`config.mk`:
```
export PLATFORM = sky130hd
export DESIGN_NAME = uart_block_transmitter
export DESIGN_NICKNAME = d
export VERILOG_FILES = /design/src/rtl/uart_pkg.sv /design/src/rtl/uart_byte_serializer.sv /design/src/rtl/uart_block_transmitter.sv
export SDC_FILE = /design/constraint.sdc
export NUM_CORES = 1
export LEC_CHECK = 0
export BUFFER_PORTS_ARGS = -buffer_cell sky130_fd_sc_hd__buf_2
export CAP_MARGIN = 5
export CELL_PAD_IN_SITES_DETAIL_PLACEMENT = 1
export CELL_PAD_IN_SITES_GLOBAL_PLACEMENT = 1
export CORE_MARGIN = 8
export CORE_UTILIZATION = 42
export CTS_BUF_LIST = sky130_fd_sc_hd__clkbuf_16
export CTS_CLUSTER_DIAMETER = 80
export DETAILED_ROUTE_END_ITERATION = 8
export PLACE_DENSITY_LB_ADDON = 0.1
export SLEW_MARGIN = 5
export SYNTH_ARGS = -nofsm -noshare
export SYNTH_HDL_FRONTEND = slang
export SYNTH_SLANG_ARGS = --single-unit
export TNS_END_PERCENT = 30
```
`constraint.sdc`:
```
create_clock -name clk -period 2.4 [get_ports clk]
set_input_delay 0.36 -clock clk [delete_from_list [all_inputs] [get_ports clk]]
set_output_delay 0.36 -clock clk [all_outputs]
set_load 0.01 [all_outputs]
```
`src/rtl/uart_pkg.sv`:
```
// uart_pkg: shared UART state encoding and size defaults (no ports)
package uart_pkg;
  localparam int NUM_BYTES_DEF = 48;
  localparam int OVERSAMPLE_DEF = 16;
  localparam logic [2:0] ST_IDLE  = 3'd0;
  localparam logic [2:0] ST_START = 3'd1;
  localparam logic [2:0] ST_DATA  = 3'd2;
  localparam logic [2:0] ST_STOP  = 3'd3;
  localparam logic [2:0] ST_DONE  = 3'd4;
endpackage

```
`src/rtl/uart_byte_serializer.sv`:
```
// uart_byte_serializer: 8N1 byte sender; in clk/rst_n/abort/load/din, out tx/bit_end (last cycle of a bit)/bit_idx (0 start, 1-8 data, 9 stop)
module uart_byte_serializer
  import uart_pkg::*;
#(
  parameter int OVERSAMPLE = OVERSAMPLE_DEF
) (
  input  logic       clk,
  input  logic       rst_n,
  input  logic       abort,
  input  logic       load,
  input  logic [7:0] din,
  output logic       tx,
  output logic       bit_end,
  output logic [3:0] bit_idx
);
  localparam int CW = OVERSAMPLE > 1 ? $clog2(OVERSAMPLE) : 1;
  logic [9:0] frame_q, frame_d;
  logic [CW-1:0] cyc_q, cyc_d;
  logic [3:0] bit_q, bit_d;
  logic active_q, active_d;
  assign bit_end = active_q & (cyc_q == CW'(OVERSAMPLE - 1));
  assign bit_idx = bit_q;
  assign tx = frame_q[0];
  always_comb begin
    frame_d = frame_q;
    cyc_d = cyc_q;
    bit_d = bit_q;
    active_d = active_q;
    if (abort) begin
      frame_d = '1;
      cyc_d = '0;
      bit_d = '0;
      active_d = 1'b0;
    end else if (load) begin
      frame_d = {1'b1, din, 1'b0};
      cyc_d = '0;
      bit_d = '0;
      active_d = 1'b1;
    end else if (bit_end) begin
      frame_d = {1'b1, frame_q[9:1]};
      cyc_d = '0;
      bit_d = bit_q == 4'd9 ? 4'd0 : bit_q + 4'd1;
      active_d = bit_q != 4'd9;
    end else if (active_q) begin
      cyc_d = cyc_q + 1'b1;
    end
  end
  always_ff @(posedge clk or negedge rst_n)
    if (!rst_n) begin
      frame_q <= '1;
      cyc_q <= '0;
      bit_q <= '0;
      active_q <= 1'b0;
    end else begin
      frame_q <= frame_d;
      cyc_q <= cyc_d;
      bit_q <= bit_d;
      active_q <= active_d;
    end
endmodule

```
`src/rtl/uart_block_transmitter.sv`:
```
// uart_block_transmitter: sends NUM_BYTES of data as back-to-back 8N1 frames; in clk/rst_n/en/start/data, out tx/busy/done/byte_counter
module uart_block_transmitter
  import uart_pkg::*;
#(
  parameter int NUM_BYTES = NUM_BYTES_DEF,
  parameter int OVERSAMPLE = OVERSAMPLE_DEF
) (
  input  logic                   clk,
  input  logic                   rst_n,
  input  logic                   en,
  input  logic                   start,
  input  logic [8*NUM_BYTES-1:0] data,
  output logic                   tx,
  output logic                   busy,
  output logic                   done,
  output logic [5:0]             byte_counter
);
  logic [2:0] state_q, state_d;
  logic [5:0] cnt_q, cnt_d;
  logic [8*NUM_BYTES-1:0] shadow_q, shadow_d;
  logic legal, abort, accept, bit_end, byte_end, last_byte, next_byte, load;
  logic [3:0] bit_idx;
  logic [7:0] din;
  assign legal = state_q <= ST_DONE;
  assign abort = ~en | ~legal;
  assign accept = en & start & (state_q == ST_IDLE | state_q == ST_DONE);
  assign byte_end = state_q == ST_STOP & bit_end;
  assign last_byte = cnt_q == 6'(NUM_BYTES - 1);
  assign next_byte = en & byte_end & ~last_byte;
  assign load = accept | next_byte;
  assign din = accept ? data[7:0] : shadow_q[15:8];
  assign busy = state_q == ST_START | state_q == ST_DATA | state_q == ST_STOP;
  assign done = state_q == ST_DONE;
  assign byte_counter = cnt_q;
  always_comb begin
    state_d = abort ? ST_IDLE : accept ? ST_START : ~bit_end ? state_q :
              state_q == ST_START ? ST_DATA :
              state_q == ST_DATA ? (bit_idx == 4'd8 ? ST_STOP : ST_DATA) :
              state_q == ST_STOP ? (last_byte ? ST_DONE : ST_START) : state_q;
    cnt_d = abort | accept ? 6'd0 : byte_end ? cnt_q + 6'd1 : cnt_q;
    shadow_d = accept ? data : next_byte ? shadow_q >> 8 : shadow_q;
  end
  always_ff @(posedge clk or negedge rst_n)
    if (!rst_n) begin
      state_q <= ST_IDLE;
      cnt_q <= '0;
      shadow_q <= '0;
    end else begin
      state_q <= state_d;
      cnt_q <= cnt_d;
      shadow_q <= shadow_d;
    end
  uart_byte_serializer #(.OVERSAMPLE(OVERSAMPLE)) u_ser (
    .clk(clk),
    .rst_n(rst_n),
    .abort(abort),
    .load(load),
    .din(din),
    .tx(tx),
    .bit_end(bit_end),
    .bit_idx(bit_idx)
  );
endmodule

```
==> impl_results.md <==
- Status: finished clean
- CP Data Required Time: 2.86 ns
- Number of synthesized flops with an enable pin: 0
- Max rail drop VDD: 0.478 mV
- H-tree Lvls: 2
- Wire length on met3: between 2 and 3 mm
- Synth cell types: 46
- Final setup margin: 0.0594 ns
- Port Buf Inserts: about 400
- GRT Total Usage: 0.236
- Nets@finish: approximately 2,800
- Most frequent cells after synthesis: 537 x nand2_1, 394 x dfrtp_1, 232 x mux2i_1
- DPL Wire Length: 41.5 mm
- Mapped Avg Cell Area: between 9 and 10 µm²
- Worst-Margin Slew: 0.658 ns
- Nature of the critical path endpoint: flop
- Slew Limit Fails: 0
- Top FF cell, synth: dfrtp_1
- Total negative slack: 0 ns
- Design area: 24,100 µm²
- Tcrit/Tclk final: 0.975
- Seq/Total Area, Yosys: 0.544
- CTS tree: done
- CP Launch Type: flop
- CTS buffer count: between 40 and 50
- CP Max Fanout: 22
- Uppermost layer routed: met5
- Setup-violating endpoint count in the final report: 0
- Fmax: roughly 430 MHz
- Pwr/cell area: just under 800 nW/µm²
- Largest net degree at the start of global routing: 107
- Post-Syn Instances: 1,945
- CTS sink count: 403
- DRC viols: 0
- Hold Crit Class: input port to flop
- RD Place Congestion: 0.810
- Arr. time, crit path: 2.80 ns
- Vias per Instance: between 5 and 6
- Syn Nets: ~2,300
- Routed WL per cell: between 20 and 25 µm
- Worst rel slew slack: 0.560
- Die Area: 51,200 µm²
- Synth Cell Area: between 15,000 and 20,000 µm²
- Root buffer cell: clkbuf_16
- DIE WIDTH: 226 µm
- Synth top area cells: dfrtp_1 53%, mux2i_1 13%, nand2_1 11%
- Core area: 43,900 µm²
- Leak: about 0.010 µW
- Final min period: 2.34 ns
- Area grow syn2layout: 29.8%
- Pre-antenna DRT Iters: 5
- Power, Total: ~19,000 µW
- Cell taking the most area after synthesis: dfrtp_1
- Max-Cap Viols: 0
- Total Wirelength: 62.3 mm
- Global-route wire length before repair: between 90 and 100 mm
- Io pins: about 400
- M1 WL: about 26 mm
- FP Rows: between 70 and 80
- Iter 0 DRT Violations: 1,127
- Fill count: between 5,000 and 6,000
- Fraction of registers with async set/reset: 1.00
- Antenna Nets Post-Route: 0
- Total grt overflow: 0
- Met2 WL: just over 30 mm
- Layout cells sized above 1: 0.223
- Endpoints failing hold: 0
- Number of global-route vias before repair: 17,500
- Clock Path Buffers: 3
- Dpl cell area: 21,300 µm²
- Synth top area share: 0.531
- Setup WS pre-CTS: -0.0155 ns
- Clk_lat worst skew: slightly below 0.6 ns
- Antenna violations before repair: 9
- Die height: around 230 µm
- Via count: ~16,000
- Final core utilization: 0.548
- Worst Skew: 0.0169 ns
- RSZ-0062 raised after global routing: true
- Syn. warnings: 0
- Critical path class: flop to flop
- Initial Util: 0.423
- Clk slew on worst S/H paths: about 0.060 ns
- FF+latch count, synth: 403
- Most numerous cell in the Yosys netlist: nand2_1
metrics by stage:
stage                     hold slack [ns]  instances
final                             0.00654       3054
after global routing              0.00725       3052
after CTS                       0.0000566       3040
after detailed placement            0.357       2840
after global placement              0.348       2840
after floorplan                    0.0644       1945
layer usage:
| layer | global-route usage | vias to the layer above |
|---|---|---|
| met5 | 0 | - |
| met4 | 0.102 | 10 |
| met3 | 0.0487 | 161 |
| met2 | 0.393 | 389 |
| met1 | 0.297 | 7863 |
| li1 | - | 7574 |
flip-flops by register name (all words and copies together) (netlist names):
| register | flops |
|---|---|
| shadow_q | 376 |
| u_ser.cyc_q | 4 |
| u_ser.bit_idx | 4 |
| u_ser.active_q | 1 |
| byte_counter | 6 |
| u_ser.frame_q | 9 |
| state_q | 3 |
kinds of logic after synthesis:
group	Yosys count	share of synthesized area
xor gates and xnor gates	9	0.00425
AOI/OAI and AO/OA	405	0.122
adders and majority gates	2	0.00135
muxes	232	0.125
DFF	403	0.544
and+or+nand+nor	744	0.157
buffers and inverters	150	0.0466
worst max-delay path: stages, from the launching register on:
cell     delay (ns)
dfrtp_1        0.40
ha_2           0.23
nand4_4        0.16
or3_4          0.44
nor2_4         0.19
buf_12         0.21
buf_16         0.22
mux2i_4        0.27
o21ai_1        0.08
report_power, final:
| group | switching, µW | total [µW] | internal (µW) |
|---|---|---|---|
| sequential | 889 | 9090 | 8200 |
| combinational | 1690 | 3150 | 1450 |
| clock | 2850 | 6580 | 3730 |
| total | 5430 | 18800 | 13400 |
area by class of cell:
cell class                 count  area (µm²)  share of cell area
antenna                        4        10.0            0.000415
clock buffer                  47        1180              0.0488
clock inverter                33         195             0.00810
inverter                       1        3.75            0.000156
multi-input combinational   1392        7680               0.319
sequential                   403       10100               0.419
tap                          592         741              0.0307
timing repair buffer         582        4200               0.174
worst paths after layout:
path,from,cells past startpoint,slack (ns),end
worst max register to register,u_ser.cyc_q[0],8,0.06,shadow_q[258]
max in group asynchronous,rst_n,3,1.19,shadow_q[336]
min in group asynchronous,rst_n,2,0.35,shadow_q[37]
worst max-delay path,u_ser.cyc_q[0],8,0.06,shadow_q[258]
worst min-delay path,data[263],3,0.007,shadow_q[263]
worst min register to register,u_ser.frame_q[5],2,0.51,u_ser.frame_q[5]
what timing repair did:
action / CTS / global route
cloned: 0 / 4
hold buffers: 120 / 0
pin swaps: 0 / 2
resized for setup: 1 / 16
endpoints found under the hold margin: 157 / 0
buffers inserted: 0 / 6
endpoints found under the setup margin: 3 / 172
cells in the final DEF (no fill, tap or decap), types with 4 or more instances in the layout:
master and count:
mux2i_2 6, buf_16 4, a211oi_1 6, buf_4 28, o21ai_0 20, nor2_1 172
mux2i_1 224, o21ai_1 222, clkbuf_16 51, nand4_1 4, dfstp_2 9, dlygate4sd3_1 120
clkinv_2 7, a31oi_1 139, buf_2 395, inv_1 11, nand3_1 5, nand2_1 537
a21oi_1 6, clkinv_1 12, diode_2 4, and3_1 6, buf_12 28, xor2_1 7
dfrtp_1 394
Note: power is estimated with default switching activity, not from simulation.
